==> src/rtl/riscv_pkg.sv <==
// riscv_pkg: shared writeback constants and the MEM/WB register layout
package riscv_pkg;
    localparam int XLEN = 32;
    localparam logic [1:0] RESULT_SRC_ALU  = 2'b00;
    localparam logic [1:0] RESULT_SRC_LOAD = 2'b01;
    localparam logic [1:0] RESULT_SRC_PC4  = 2'b10;
    localparam logic [2:0] F3_LB  = 3'b000;
    localparam logic [2:0] F3_LH  = 3'b001;
    localparam logic [2:0] F3_LW  = 3'b010;
    localparam logic [2:0] F3_LBU = 3'b100;
    localparam logic [2:0] F3_LHU = 3'b101;
    typedef struct packed {
        logic            valid;
        logic            reg_write;
        logic [4:0]      rd;
        logic [1:0]      result_src;
        logic [2:0]      funct3;
        logic [XLEN-1:0] alu_result;
        logic [XLEN-1:0] read_data;
        logic [XLEN-1:0] pc_plus_4;
    } mwb_t;
endpackage

==> src/rtl/load_extend_unit.sv <==
// load_extend_unit: picks the byte/halfword lane of a loaded word and extends it
// Ports: funct3 (load type), addr (byte offset), word (aligned memory word), data (extended result)
module load_extend_unit
    import riscv_pkg::*;
(
    input  logic [2:0]      funct3,
    input  logic [1:0]      addr,
    input  logic [XLEN-1:0] word,
    output logic [XLEN-1:0] data
);
    logic [7:0]  b;
    logic [15:0] h;
    always_comb begin
        b = 8'(word >> {addr, 3'b000});
        // addr[0] is ignored for halfwords: misaligned halfwords read the enclosing lane
        h = addr[1] ? word[31:16] : word[15:0];
        data = funct3 == F3_LB  ? {{24{b[7]}}, b} :
               funct3 == F3_LBU ? {24'b0, b} :
               funct3 == F3_LH  ? {{16{h[15]}}, h} :
               funct3 == F3_LHU ? {16'b0, h} : word;
    end
endmodule

==> src/rtl/writeback_stage.sv <==
// writeback_stage: MEM/WB register, load extension and register-file write result mux
// Ports: clk, rst_n (async active-low), stall_w/flush_w (hold/bubble), *_m memory stage inputs,
//        valid_w, reg_write_w, rd_w, result_w (write port and forwarding), instret_w (retire count)
// Optional: RETIRE_COUNT_EN adds the retired-instruction counter; otherwise instret_w is 0
module writeback_stage #(
    parameter int XLEN  = riscv_pkg::XLEN,
    parameter int CNT_W = 64
) (
    input  logic             clk,
    input  logic             rst_n,
    input  logic             stall_w,
    input  logic             flush_w,
    input  logic             valid_m,
    input  logic             reg_write_m,
    input  logic [1:0]       result_src_m,
    input  logic [2:0]       funct3_m,
    input  logic [4:0]       rd_m,
    input  logic [XLEN-1:0]  alu_result_m,
    input  logic [XLEN-1:0]  read_data_m,
    input  logic [XLEN-1:0]  pc_plus_4_m,
    output logic             valid_w,
    output logic             reg_write_w,
    output logic [4:0]       rd_w,
    output logic [XLEN-1:0]  result_w,
    output logic [CNT_W-1:0] instret_w
);
    import riscv_pkg::*;
    mwb_t q;
    logic [XLEN-1:0] load_data;
    always_ff @(posedge clk or negedge rst_n) begin
        if (!rst_n) q <= '0;
        else if (flush_w) q <= '0;
        else if (!stall_w) q <= '{valid_m, reg_write_m & valid_m & (rd_m != 5'd0), rd_m, result_src_m,
                                  funct3_m, alu_result_m, read_data_m, pc_plus_4_m};
    end
    load_extend_unit u_lext (
        .funct3(q.funct3),
        .addr  (q.alu_result[1:0]),
        .word  (q.read_data),
        .data  (load_data)
    );
    assign valid_w     = q.valid;
    assign reg_write_w = q.reg_write;
    assign rd_w        = q.rd;
    assign result_w    = q.result_src == RESULT_SRC_LOAD ? load_data :
                         q.result_src == RESULT_SRC_PC4  ? q.pc_plus_4 : q.alu_result;
`ifdef RETIRE_COUNT_EN
    logic [CNT_W-1:0] cnt;
    always_ff @(posedge clk or negedge rst_n) begin
        if (!rst_n) cnt <= '0;
        else if (valid_m && !stall_w && !flush_w) cnt <= cnt + 1'b1;
    end
    assign instret_w = cnt;
`else
    assign instret_w = '0;
`endif
endmodule

==> config.mk <==
export PLATFORM = sky130hd
export DESIGN_NAME = writeback_stage
export DESIGN_NICKNAME = d
export VERILOG_FILES = /design/src/rtl/riscv_pkg.sv /design/src/rtl/load_extend_unit.sv /design/src/rtl/writeback_stage.sv
export SDC_FILE = /design/constraint.sdc
export NUM_CORES = 1
export LEC_CHECK = 0
export BUFFER_PORTS_ARGS = -buffer_cell sky130_fd_sc_hd__buf_4
export CAP_MARGIN = 20
export CORE_MARGIN = 2
export CORE_UTILIZATION = 47
export CTS_CLUSTER_DIAMETER = 120
export CTS_CLUSTER_SIZE = 24
export DETAILED_ROUTE_END_ITERATION = 12
export PLACE_DENSITY = 0.78
export SLEW_MARGIN = 20
export SYNTH_ARGS = -nofsm -noshare
export SYNTH_HDL_FRONTEND = slang
export SYNTH_HIERARCHICAL = 1
export SYNTH_SLANG_ARGS = --single-unit
==> constraint.sdc <==
create_clock -name clk -period 2.1 [get_ports clk]
set_clock_uncertainty 0.05 [all_clocks]
set_input_delay 0.315 -clock clk [delete_from_list [all_inputs] [get_ports clk]]
set_output_delay 0.315 -clock clk [all_outputs]
set_load 0.1 [all_outputs]
# Word-level counts from Yosys, hierarchy flattened
# Cells that the tools add are included.
[word_totals]
wordCells = 28
in_bits = 112
reg_bits = 108
[op_classes]
n_mux = 9
n_reduce_logical = 2
eq_ne = 6
bitwise = 2
n_shift = 1
[op_table]
columns = ["operator", "n"]
rows = [
  ["two-way mux 108 bit", 2],
  ["two-way mux 32 bit", 6],
  [">> shifter 32 x 5 -> 8 bit", 1],
  ["two-way mux 16 bit", 1],
  ["equality test 3 bit, second input constant", 2],
  ["nonzero test 5 bit", 1],
  ["equality test 3 x 1 -> 1 bit, second input constant", 1],
  ["zero test 3 bit", 1],
  ["bitwise AND 1 bit", 2],
  ["equality test 2 x 1 -> 1 bit, second input constant", 1],
  ["equality test 2 bit, second input constant", 1],
  ["inequality test 2 x 1 -> 1 bit, second input constant", 1],
]

# Depth between registers and ports, before layout
[depth]
word_depth = 6
depth_mapped = 7
ltp_nobuf = 5

# Hierarchy
# Netlist, hierarchy kept.
[by_module_without_submodules]
columns = ["mod", "seq_area_each_um2", "area_each_um2", "instances", "cells_per_inst"]
rows = [
  ["writeback_stage", 2702.6, 5921.9, 1, 567],
  ["load_extend_unit", 0.0, 765.7, 1, 96],
]

# Worst setup path after synthesis
# Ideal clock, no wire load.
[synth_timing]
path_type = "register -> output"
startpoint = "reg q[64] in the netlist's numbering"
endpoint = "out result_w[21]"
required_ns = 1.735
arrival_ns = 2.899
path_stages_with_launch = 8
path_slack_ns = -1.164
n_path_buf = 2
cell_sequence = "dfrtp_1 buf_6 nor2_1 mux2_2 clkbuf_1 o21ai_0 mux2i_1 a21oi_1"
[synth_between]
elab_chain_cells = 3
[synth_rtl]
columns = ["element", "line", "text"]
rows = [
  ["from (decl)", "writeback_stage.sv:28", "mwb_t q;"],
  ["from (signal assigned)", "writeback_stage.sv:33", "else if (!stall_w) q <= '{valid_m, reg_write_m & valid_m & (rd_m != 5'd0), rd_m, result_src_m,"],
  [">> shifter 32 x 5 -> 8 bit", "load_extend_unit.sv:14", "b = 8'(word >> {addr, 3'b000});"],
  ["two-way mux 32 bit", "load_extend_unit.sv:17", "data = funct3 == F3_LB ? {{24{b[7]}}, b} :"],
  ["via load_data[21]", "writeback_stage.sv:29", "logic [XLEN-1:0] load_data;"],
  ["two-way mux 32 bit", "writeback_stage.sv:45", "assign result_w = q.result_src == RESULT_SRC_LOAD ? load_data :"],
  ["to (decl)", "writeback_stage.sv:24", "output logic [XLEN-1:0] result_w,"],
]
# The timed path passes the listed nets, and every way through them passes these cells.

# Worst setup path in the final report
[layout_timing]
startpoint = "reg q[64] in the netlist's numbering"
endpoint = "out result_w[8]"
# Same word-level chain as after synthesis.

==> results.md <==
- Setup violations remaining at the end of the flow were counted as 32.
- The proportion of layout cells with a drive suffix above 1 is around 39%.
- The first global-routing pass estimated 29.37 mm of wire.
- At the pin with the least slew margin, the transition time is roughly 0.64 ns.
- During placement, the flow inserted port buffers numbering 150.
- In this run the remaining antenna-violating nets after routing total 0.
- The largest delay contributor family on the critical path is multiplexers.
- In the final routed layout, each cell accounts on average for roughly 19 um.
- The library cell used most frequently in the layout, excluding fill and tap cells, is buf_4.
- TritonCTS created 9 clock buffers.
- The H-tree depth reported by CTS is 3.
- The delay of the slowest critical-path stage is approximately 0.53 ns.
- The clock latency at the later pin of the worst-skew pair is 0.35 ns.
- Power spread over the standard cell area amounts to around 710 mW/mm2.
- The final layout contains routed wiring with a total length of 19.05 mm.
- The congestion estimate from routability-driven global placement came to around 0.88.
- The net switching power figure is around 2700 uW.
- The synthesized netlist contains 27 unique library cells.
- The root buffer selected by CTS is clkbuf_16.
- Setup repair after global routing could not meet its margin everywhere.
- The cell count after placement is between 900 and 1000.
- The required time reported for the critical path endpoint is roughly 1.7 ns.
- The number of nets at the end of the flow is roughly 950.
- With fillers left out, the area of the finished cells amounts to between 0.009 and 0.01 mm2.
- The wire-length estimate of the detail-placed layout is 13.13 mm.
- The kind of path behind the tightest hold check is primary input to flop.
- Dividing the detail-routed via count by the number of cells gives around 5.4.
- The region available for standard cell placement spans about 0.014 mm2.
- The number of antenna repair diodes is 0.
- The floorplan has 43 rows.
- Among all stages on the critical path, the largest delay is contributed by mux4_2.
- The die is between 100 and 150 um wide.
- The cell-internal power is 3943 uW.
- The number of endpoints with negative hold slack in the final report is 0.
- The die is roughly 120 um tall.
- The logic depth of the worst register-to-register path is 3.
- Summing the sequential cell areas from Yosys gives roughly two fifths of the chip area.
- The number of vias in the routed layout is between 5000 and 6000.
- The highest fanout seen on the critical path is 8.
- In the layout the commonest cells are buf_4 (175), mux2i_1 (113), nor2_1 (109).
- Entering global routing, the biggest net connects about 110 pins.
- The total routing usage reported by global routing is 25.48%.
- The post-synthesis instance area is 0.006688 mm2.
- roughly 220 I/O pins were placed.
- The fraction of power consumed by sequential logic is between 30% and 40%.
- In this run, synthesis produced a sequential element count of around 110.
- In this run the static leakage power is roughly 0.0045 uW.
- Counting both buffers and inverters, the worst setup path holds a total of 1.
- No sink is reached through more buffers than the 2 on the longest clock path.
- The final period utilization is 129.4%.
- Traced cell by cell, the critical path runs through mux4_2 > nor3b_4 > a221o_1 > mux2i_2 > a21oi_4 > buf_12.
- The initial antenna violation count was 0.
- The Yosys warning count is 6.
- The aggregate global routing overflow is 0.
- The clock slew seen by the registers of the worst setup and hold paths is ~0.070 ns.
- The depth of the critical timing path with buffers and inverters included is 6.
- The flow ran to the end, but the final reports show violations.
- The total count of max-transition violations in the final report is 0.
- The kind of start point of the critical path is a flop.
- The filler-free cell count of the finished design is about 1000.
- The clock period minus worst slack is 2.717 ns.
- The number of sinks driven by the clock tree is ~110.
- The worst setup path is of the flop to primary output kind.
- STA classifies the critical path endpoint as a primary output.
- The count of cells along the worst hold path is 3.
- The placed instances occupy a cell area of around 0.0084 mm2.
- The highest ir drop seen on vdd is between 0.5 and 0.6 mV.
- For the worst setup path, the data arrival time is between 2 and 2.5 ns.
- The number of max-capacitance violations reported is 0.
- The die covers 0.01520 mm2.
- The worst pin sits at a relative slew slack of 57.37%.
- The checks that failed: negative setup slack.
- For this block, the initial DRC count from the detailed router was 215.
- The synthesized area divided by synthesized cell count is 10.09 um2.
- Once routing completed, OpenROAD measured the worst setup slack at -0.6165 ns.
- The TritonCTS clock tree is built.
- The fmax is roughly 370 MHz.
- The share of total power dissipated in the clock network is 23.5%.
- Per report_power, the combinational group accounts for approximately two fifths of the total.
- The total DRC errors in the routed layout is 0.
- The number of instances in the synthesized netlist is roughly 660.
- Net switching is between 40% and 50% of the power.
- The number of global-route vias before repair was 5607.
- The initial core utilization is approximately half.
- Compared with the post-synthesis result, the final layout area differs by 40.47%.
- The first detailed-routing pass took 5 iterations.
routing by layer:
layer	global-route usage (%)	routed length (um)	vias to the layer above
met5	0	0	-
met4	13.64	789	0
met3	5.212	1084	47
met2	41.24	9561	221
met1	32.10	7616	2720
li1	-	-	2532
power by group through the flow:
stage	registers (uW)	logic, uW	clock network, uW
after global routing	2310	2890	1660
after CTS	2290	2730	1580
final	2300	2770	1560
after global placement	2320	2370	0
after detailed placement	2320	2410	0
after floorplan	2310	1940	0
final timing paths:
kind	startpoint	end	slack [ns]
setup / recovery	q[64]	result_w[8]	-0.62
hold / removal	pc_plus_4_m[30]	q[30]	0.15
setup reg to reg	q[100]	q[100]	0.91
hold reg to reg	q[15]	q[15]	0.49
max in group asynchronous	rst_n	q[64]	0.96
min in group asynchronous	rst_n	q[27]	0.37
area by class of cell:
| cell class | count | area (um2) |
|---|---|---|
| clock buffers | 13 | 240.2 |
| repair buffers | 220 | 2178 |
| clock inverters | 3 | 15.01 |
| multi-input cells | 494 | 4016 |
| inverters | 2 | 7.507 |
| fillers | 993 | 4487 |
| flip-flops and latches | 108 | 2711 |
| well taps | 180 | 225.2 |
kinds of logic after synthesis:
logic type,Yosys count,share of synthesized area (%)
AO/OA/AOI/OAI,112,11.64
buffers and inverters,125,12.74
flip-flops,108,40.41
multiplexers,150,23.97
other,1,0.05607
AND/OR/NAND/NOR,167,11.19
Yosys cell counts:
| library cell | n | area [um2] |
|---|---|---|
| mux2i_1 | 141 | 1411 |
| nor2_1 | 110 | 412.9 |
| dfrtp_1 | 108 | 2703 |
| buf_4 | 81 | 608.1 |
| nor2b_1 | 34 | 212.7 |
| a211oi_1 | 32 | 240.2 |
| a21oi_1 | 32 | 160.2 |
| clkbuf_1 | 21 | 78.83 |
| nand2_1 | 18 | 67.56 |
| o21ai_0 | 16 | 80.08 |
| o22a_1 | 14 | 122.6 |
| buf_2 | 12 | 60.06 |
| a221o_1 | 9 | 90.09 |
| buf_6 | 8 | 90.09 |
| mux4_2 | 8 | 180.2 |
| a22o_1 | 7 | 61.31 |
| inv_1 | 2 | 7.510 |
| a21oi_2 | 1 | 8.760 |
| clkbuf_4 | 1 | 7.510 |
| conb_1 | 1 | 3.750 |
| mux2_2 | 1 | 11.26 |
| nor3b_2 | 1 | 12.51 |
| nor3b_4 | 1 | 18.77 |
| o2111ai_2 | 1 | 15.01 |
| or2_0 | 1 | 6.260 |
| or2_2 | 1 | 6.260 |
| or4_4 | 1 | 11.26 |
per-stage QoR:
stage	power (uW)	TNS [ns]	utilization, %	hold slack [ns]	setup slack, ns
6_report	6625	-16.08	67.68	0.1499	-0.6165
4_1_cts	6607	-15.93	66.88	0.1459	-0.6029
3_3_place_gp	4682	-7.462	60.20	0.2095	-0.3200
5_1_grt	6860	-18.32	67.68	0.1487	-0.6738
2_1_floorplan	4249	-5.473	-	-0.03059	-0.2357
3_5_place_dp	4729	-8.193	60.20	0.2170	-0.3445
timing repair:
action / CTS / global route
gates resized for setup: 162 / 11
hold buffers: 1 / 0
endpoints found under the setup margin: 32 / 32
buffers inserted: 6 / 5
gates cloned: 1 / 0
pin swaps: 21 / 11
endpoints found under the hold margin: 26 / 0
registers in the layout, indices dropped and copies added, names as in the netlist:
register,cells
rd_w,5
valid_w,1
q,101
reg_write_w,1
tightest hold or removal path, cell delays in order:
cell     delay [ns]
buf_4          0.07
mux2i_1        0.05
nor2_1         0.07
Note: power is estimated with default switching activity, not from simulation.
